File: config.mk
export PLATFORM = sky130hd
export DESIGN_NAME = jamma_input_scanner
export DESIGN_NICKNAME = d
export VERILOG_FILES = /design/src/rtl/jamma_pkg.sv /design/src/rtl/jamma_debounce.sv /design/src/rtl/jamma_input_scanner.sv
export SDC_FILE = /design/constraint.sdc
export NUM_CORES = 1
export LEC_CHECK = 0
export CORE_MARGIN = 4
export CORE_UTILIZATION = 44
export CTS_CLUSTER_DIAMETER = 30
export DETAILED_ROUTE_END_ITERATION = 6
export PLACE_DENSITY_LB_ADDON = 0.25
export SKIP_CTS_REPAIR_TIMING = 1
export SYNTH_ARGS = -nofsm -noshare
export SYNTH_HDL_FRONTEND = slang
export SYNTH_SLANG_ARGS = --single-unit
File: constraint.sdc
create_clock -name clk -period 3.6 [get_ports clk]
set_input_delay 0.36 -clock clk [delete_from_list [all_inputs] [get_ports clk]]
set_output_delay 0.36 -clock clk [all_outputs]
set_load 0.01 [all_outputs]
File: src/rtl/jamma_pkg.sv
// Shared definitions for the JAMMA joystick scanner: scan states, idle bus
// levels and bit positions on the shared joystick bus.
package jamma_pkg;

    typedef enum logic [1:0] {
        SETTLE_P1 = 2'd0,
        SAMPLE_P1 = 2'd1,
        SETTLE_P2 = 2'd2,
        SAMPLE_P2 = 2'd3
    } scan_state_t;

    localparam logic [7:0] JOY_RELEASED  = 8'hFF;
    localparam logic [1:0] COIN_RELEASED = 2'b11;

    localparam int START_BIT = 7;
    localparam int BTN0_BIT  = 0;
    localparam int BTN1_BIT  = 1;
    localparam int BTN2_BIT  = 2;
    localparam int BTN3_BIT  = 3;
    localparam int BTN4_BIT  = 4;
    localparam int BTN5_BIT  = 5;

    // Active-low inputs: a press on either the JAMMA bus or the local DB9
    // stick pulls the merged bit low. Bits above the DB9 range pass through.
    function automatic logic [7:0] merge_local(input logic [7:0] bus,
                                               input logic [5:0] local_joy);
        logic [7:0] merged;
        merged = bus;
        merged[BTN5_BIT:BTN0_BIT] = bus[BTN5_BIT:BTN0_BIT] & local_joy;
        return merged;
    endfunction

endpackage

File: src/rtl/jamma_debounce.sv
// Whole-vector debouncer: the output only takes a new value after that value
// has been sampled DEBOUNCE_SAMPLES times in a row.
module jamma_debounce #(
    parameter int W                = 8,
    parameter int DEBOUNCE_SAMPLES = 3
) (
    input  logic         clk,
    input  logic         rst_n,
    input  logic         sample_en,
    input  logic [W-1:0] sample,
    output logic [W-1:0] out,
    output logic         changed
);

    localparam int            CW     = $clog2(DEBOUNCE_SAMPLES + 1);
    localparam logic [CW-1:0] TARGET = CW'(DEBOUNCE_SAMPLES);

    logic [W-1:0]  shadow;
    logic [W-1:0]  shadow_nxt;
    logic [CW-1:0] count;
    logic [CW-1:0] count_nxt;

    // A differing sample restarts the run at one; a matching sample extends
    // it, saturating at TARGET so the counter never wraps.
    always_comb begin
        shadow_nxt = shadow;
        count_nxt  = count;
        if (sample_en) begin
            if (sample != shadow) begin
                shadow_nxt = sample;
                count_nxt  = CW'(1);
            end else if (count != TARGET) begin
                count_nxt = count + CW'(1);
            end
        end
    end

    assign changed = sample_en && (count_nxt == TARGET) && (shadow_nxt != out);

    always_ff @(posedge clk or negedge rst_n) begin
        if (!rst_n) begin
            shadow <= '1;
            count  <= '0;
            out    <= '1;
        end else begin
            shadow <= shadow_nxt;
            count  <= count_nxt;
            if (changed) begin
                out <= shadow_nxt;
            end
        end
    end

endmodule

File: src/rtl/jamma_input_scanner.sv
// Scans the shared JAMMA joystick bus for both players with a settle delay
// before each sample, then debounces P1, P2 and coin vectors independently.
module jamma_input_scanner
    import jamma_pkg::*;
#(
    parameter int SETTLE_CYCLES    = 4,
    parameter int DEBOUNCE_SAMPLES = 3
) (
    input  logic       clk,
    input  logic       rst_n,
    input  logic       ena,
    input  logic [7:0] jjoy_i,
    input  logic [1:0] jcoin_i,
    input  logic [5:0] local_joy_i,
    output logic       jselect_o,
    output logic [7:0] joy1_o,
    output logic [7:0] joy2_o,
    output logic [1:0] coin_o,
    output logic       update_o
);

    localparam logic [3:0] SETTLE_LAST = 4'(SETTLE_CYCLES - 1);

    scan_state_t state;
    scan_state_t state_nxt;
    logic [3:0]  settle_cnt;
    logic [3:0]  settle_cnt_nxt;
    logic        jselect_q;

    logic        p1_sample_en;
    logic        p2_sample_en;
    logic [7:0]  p1_sample;
    logic        p1_changed;
    logic        p2_changed;
    logic        coin_changed;

    // Select is registered from the next state so it moves on the same edge
    // that leaves a sample state, without decode glitches on the pin.
    always_ff @(posedge clk or negedge rst_n) begin
        if (!rst_n) begin
            state      <= SETTLE_P1;
            settle_cnt <= '0;
            jselect_q  <= 1'b0;
        end else begin
            state      <= state_nxt;
            settle_cnt <= settle_cnt_nxt;
            jselect_q  <= (state_nxt == SETTLE_P2) || (state_nxt == SAMPLE_P2);
        end
    end

    always_comb begin
        state_nxt      = state;
        settle_cnt_nxt = settle_cnt;
        if (ena) begin
            unique case (state)
                SETTLE_P1: begin
                    if (settle_cnt == SETTLE_LAST) begin
                        state_nxt      = SAMPLE_P1;
                        settle_cnt_nxt = '0;
                    end else begin
                        settle_cnt_nxt = settle_cnt + 4'd1;
                    end
                end
                SAMPLE_P1: state_nxt = SETTLE_P2;
                SETTLE_P2: begin
                    if (settle_cnt == SETTLE_LAST) begin
                        state_nxt      = SAMPLE_P2;
                        settle_cnt_nxt = '0;
                    end else begin
                        settle_cnt_nxt = settle_cnt + 4'd1;
                    end
                end
                SAMPLE_P2: state_nxt = SETTLE_P1;
                default:   state_nxt = SETTLE_P1;
            endcase
        end
    end

    assign p1_sample_en = ena && (state == SAMPLE_P1);
    assign p2_sample_en = ena && (state == SAMPLE_P2);
    assign p1_sample    = merge_local(jjoy_i, local_joy_i);

    jamma_debounce #(
        .W               (8),
        .DEBOUNCE_SAMPLES(DEBOUNCE_SAMPLES)
    ) u_debounce_p1 (
        .clk      (clk),
        .rst_n    (rst_n),
        .sample_en(p1_sample_en),
        .sample   (p1_sample),
        .out      (joy1_o),
        .changed  (p1_changed)
    );

    jamma_debounce #(
        .W               (8),
        .DEBOUNCE_SAMPLES(DEBOUNCE_SAMPLES)
    ) u_debounce_p2 (
        .clk      (clk),
        .rst_n    (rst_n),
        .sample_en(p2_sample_en),
        .sample   (jjoy_i),
        .out      (joy2_o),
        .changed  (p2_changed)
    );

    // Coins are not multiplexed; sampling them with P1 keeps one coin sample per scan.
    jamma_debounce #(
        .W               (2),
        .DEBOUNCE_SAMPLES(DEBOUNCE_SAMPLES)
    ) u_debounce_coin (
        .clk      (clk),
        .rst_n    (rst_n),
        .sample_en(p1_sample_en),
        .sample   (jcoin_i),
        .out      (coin_o),
        .changed  (coin_changed)
    );

    assign jselect_o = jselect_q;
    assign update_o  = p1_changed | p2_changed | coin_changed;

endmodule

==> impl_metrics.py <==
metrics = {
    "worst_setup_path": {
        "worstSetupStartpointType": "primary input",
        "crit_start": "jjoy_i[0]",
        "path_max_fanout": 6,
        "r2r_slack_ns": 0.99,
        "rr_endpoint": "u_debounce_p1.out[3]",
        "crit_required_ns": 3.24,
        "crit_type": "primary input to output pin",
        "timing.rr.start": "state[1]",
        "end_kind": "output pin",
        "arrival_ns": 3.03,
        "reg2regPathDepth": 12,
    },
    "min_path": {
        "min_path_type": "primary input to async pin",
    },
    "layout": {
        "area_growth_pct": 23.64,
        "nNetsFinal": 307,
        "fillCellCount": 505,
        "final-seq-area_um2": 1271,
        "layout-drive-gt1-share_pct": 29.23,
        "antenna_cells": 0,
        "final_area_um2": 3207,
        "multiInputGateArea_um2": 1260,
        "layout.cells.non_filler": 356,
    },
    "power": {
        "power.internal_mw": 1.263,
        "switching_power_mw": 0.6714,
        "p_comb_share_pct": 35.4,
        "irDropWorstVdd_mv": 0.3132,
        "p_per_area_nw_per_um2": 603.3,
        "pwr-share-seq_pct": 48.0,
        "leakage_nw": 1.312,
        "finalPower_mw": 1.935,
        "swShare_pct": 34.70,
        "clkPwrFrac_pct": 16.6,
    },
    "detailed_routing": {
        "antenna_left": 0,
        "drtPass1Iterations": 4,
        "drtIter0Drc": 76,
        "vias": 1891,
        "viasPerCell": 5.312,
        "wire_per_inst_um": 15.35,
        "drc": 0,
        "wl_um": 5463,
    },
    "grt": {
        "track_usage_pct": 16.37,
        "grt_pass1_wl_um": 9363,
        "antenna_found_initial": 0,
        "overflow": 0,
        "grt_max_degree": 50,
        "grt_pass1_vias": 1934,
    },
    "synth": {
        "ys_warn_count": 0,
        "ys_types": 37,
        "synthTopCellsByArea": "dfstp_2 (36%), dfrtp_1 (13%), mux2_2 (10%)",
        "syn_inst": 233,
        "syn_nets": 257,
        "synth_area_um2": 2594,
        "synth.avg_cell_area_um2": 11.13,
        "seq_area_frac_synth_pct": 49.01,
        "synth_top_area_cell": "dfstp_2",
        "synth_seq_cells": 49,
        "synth_top_area_share_pct": 36.47,
    },
    "outcome": {
        "status": "finished, final reports clean",
    },
    "floorplan": {
        "die_w_um": 84.78,
        "die_h_um": 84.78,
        "dieArea_um2": 7187,
        "pin_count": 39,
        "initial_core_util_pct": 46.25,
        "num_rows": 27,
        "core-area_um2": 5608,
    },
    "timing": {
        "worst_pin_slew_ns": 1.058,
        "tns_ns": 0,
        "maxSlewViolCount": 0,
        "final-setup-viol-count": 0,
        "period_minus_slack_ns": 3.395,
        "hold_violations": 0,
        "timing.final.crit_share_pct": 94.29,
        "grt_setup_unrepaired": "false",
        "max_freq_mhz": 294.6,
        "finClkSkew_ns": 0.004429,
        "holdWs_ns": 0.2420,
        "relSlewSlack_pct": 29.46,
    },
    "placed_design": {
        "portBuffers": 38,
        "gp_congestion": 0.8346,
        "dp_hpwl_um": 4049,
        "placed_area_um2": 3100,
        "place_inst": 348,
    },
    "cts": {
        "cts_buffers": 5,
        "tritoncts": "yes",
        "insertion_delay_ns": 0.31,
        "root_buffer": "clkbuf_8",
        "clkSinkCount": 49,
        "clk_pin_slew_ns": 0.09,
        "htreeDepth": 2,
        "clk_path_buf_depth": 2,
    },
    "job": {
        "max_cap_viol_count": 0,
    },
}
## cells by family (layout without fill, tap and decap cells)
logic type      Yosys count  count (layout)  synth area share [%]
fa+ha+maj                 5               5                 2.412
buf+inv                  20              71                 3.184
mux                      31              31                 13.12
simple gates             53              53                 9.793
compound gates           45              45                 12.35
xor+xnor                 30              30                 10.13
flops                    49              49                 49.01
## metrics by stage
| step | util [%] | worst slack (ns) |
|---|---|---|
| after floorplan | - | 1.063 |
| after global routing | 57.18 | 0.03458 |
| after detailed placement | 55.29 | 0.1663 |
| after global placement | 55.29 | 0.1613 |
| final | 57.18 | 0.2054 |
| after CTS | 56.83 | 0.03801 |
## registers in the layout (all words and copies together), names as in the netlist
signal,count
u_debounce_p2.shadow,8
u_debounce_p2.count,2
u_debounce_p1.shadow,8
u_debounce_coin.count,2
settle_cnt,4
jselect_o,1
u_debounce_p1.count,2
state,2
u_debounce_p2.out,8
u_debounce_p1.out,8
u_debounce_coin.out,2
u_debounce_coin.shadow,2
## cell usage in the layout (no fill, tap or decap), types with 2 or more instances in the layout
cell             instances
clkdlybuf4s50_1         37
dfstp_2                 36
mux2_2                  24
nand2_1                 22
xnor2_1                 19
inv_1                   17
dfrtp_1                 13
a21oi_1                 12
xor2_1                  11
o21ai_0                  8
buf_4                    8
nor2_1                   7
nand4_1                  6
mux2i_1                  6
and3_1                   5
clkbuf_8                 5
o22ai_1                  4
ha_1                     4
nand3_1                  3
a31oi_1                  3
o22a_1                   2
a21o_1                   2
o21ai_1                  2
a22oi_1                  2
nor4_1                   2
nor2b_1                  2
a222oi_1                 2
nor3_1                   2
clkinv_2                 2
## cell usage after synthesis
| library cell | number |
|---|---|
| nor2b_1 | 2 |
| a22o_1 | 1 |
| a211oi_2 | 1 |
| clkbuf_1 | 2 |
| and2_0 | 1 |
| o211ai_1 | 1 |
| ha_1 | 5 |
| a222oi_1 | 2 |
| nand4b_1 | 1 |
| a41oi_2 | 1 |
| a22oi_1 | 2 |
| nand3_1 | 3 |
| nor3_1 | 2 |
| nor3b_1 | 1 |
| nor2_1 | 7 |
| nand4_1 | 6 |
| xnor2_1 | 19 |
| mux2_2 | 24 |
| o31ai_1 | 1 |
| o211a_1 | 1 |
| and3_1 | 5 |
| nand2_1 | 23 |
| o22ai_1 | 4 |
| o311ai_4 | 1 |
| dfstp_2 | 36 |
| a21oi_1 | 12 |
| o22a_1 | 2 |
| a21o_1 | 2 |
| nor4_1 | 2 |
| xor2_1 | 11 |
| dfrtp_1 | 13 |
| mux2i_1 | 7 |
| buf_6 | 1 |
| o21ai_0 | 10 |
| a41o_1 | 1 |
| a31oi_1 | 3 |
| inv_1 | 17 |
## area by class of cell
| cell class | instances | share of cell area [%] |
|---|---|---|
| clock buffer | 5 | 2.146 |
| clock inverter | 3 | 0.5462 |
| inverter | 17 | 1.990 |
| multi-input combinational | 164 | 39.29 |
| sequential | 49 | 39.64 |
| tap | 72 | 2.809 |
| timing repair buffer | 46 | 13.58 |
## power by group through the flow
stage               combinational (mW)  sequential (mW)  clock (mW)
global route                     0.771            0.952       0.359
CTS                              0.676            0.927       0.331
global placement                 0.665            0.931           0
detailed placement               0.672            0.934           0
floorplan                        0.488            0.910           0
finish                           0.686            0.928       0.321
## layer usage
metal	global-route usage (%)	up-vias	wire, µm
li1	-	923	-
met1	23.02	918	2629
met2	24.84	44	2493
met3	5.005	6	299
met4	3.741	0	40
met5	0	-	0
## how the worst max path moves through the flow
stage	slack, ns	cells past startpoint	endpoint
floorplan	1.06	8	update_o
global placement	0.16	9	update_o
detailed placement	0.17	9	update_o
CTS	0.04	10	update_o
global route	0.03	12	update_o
finish	0.21	9	update_o
## worst max-delay path, cell delays in order
cell and delay (ns):
clkdlybuf4s50_1 0.53, and3_1 0.20, o22a_1 0.25, a41oi_4 0.29
mux2_2 0.41, xnor2_1 0.13, a41o_1 0.20, o211ai_1 0.10
clkdlybuf4s50_1 0.56
Power figures use the tool's default switching activity.
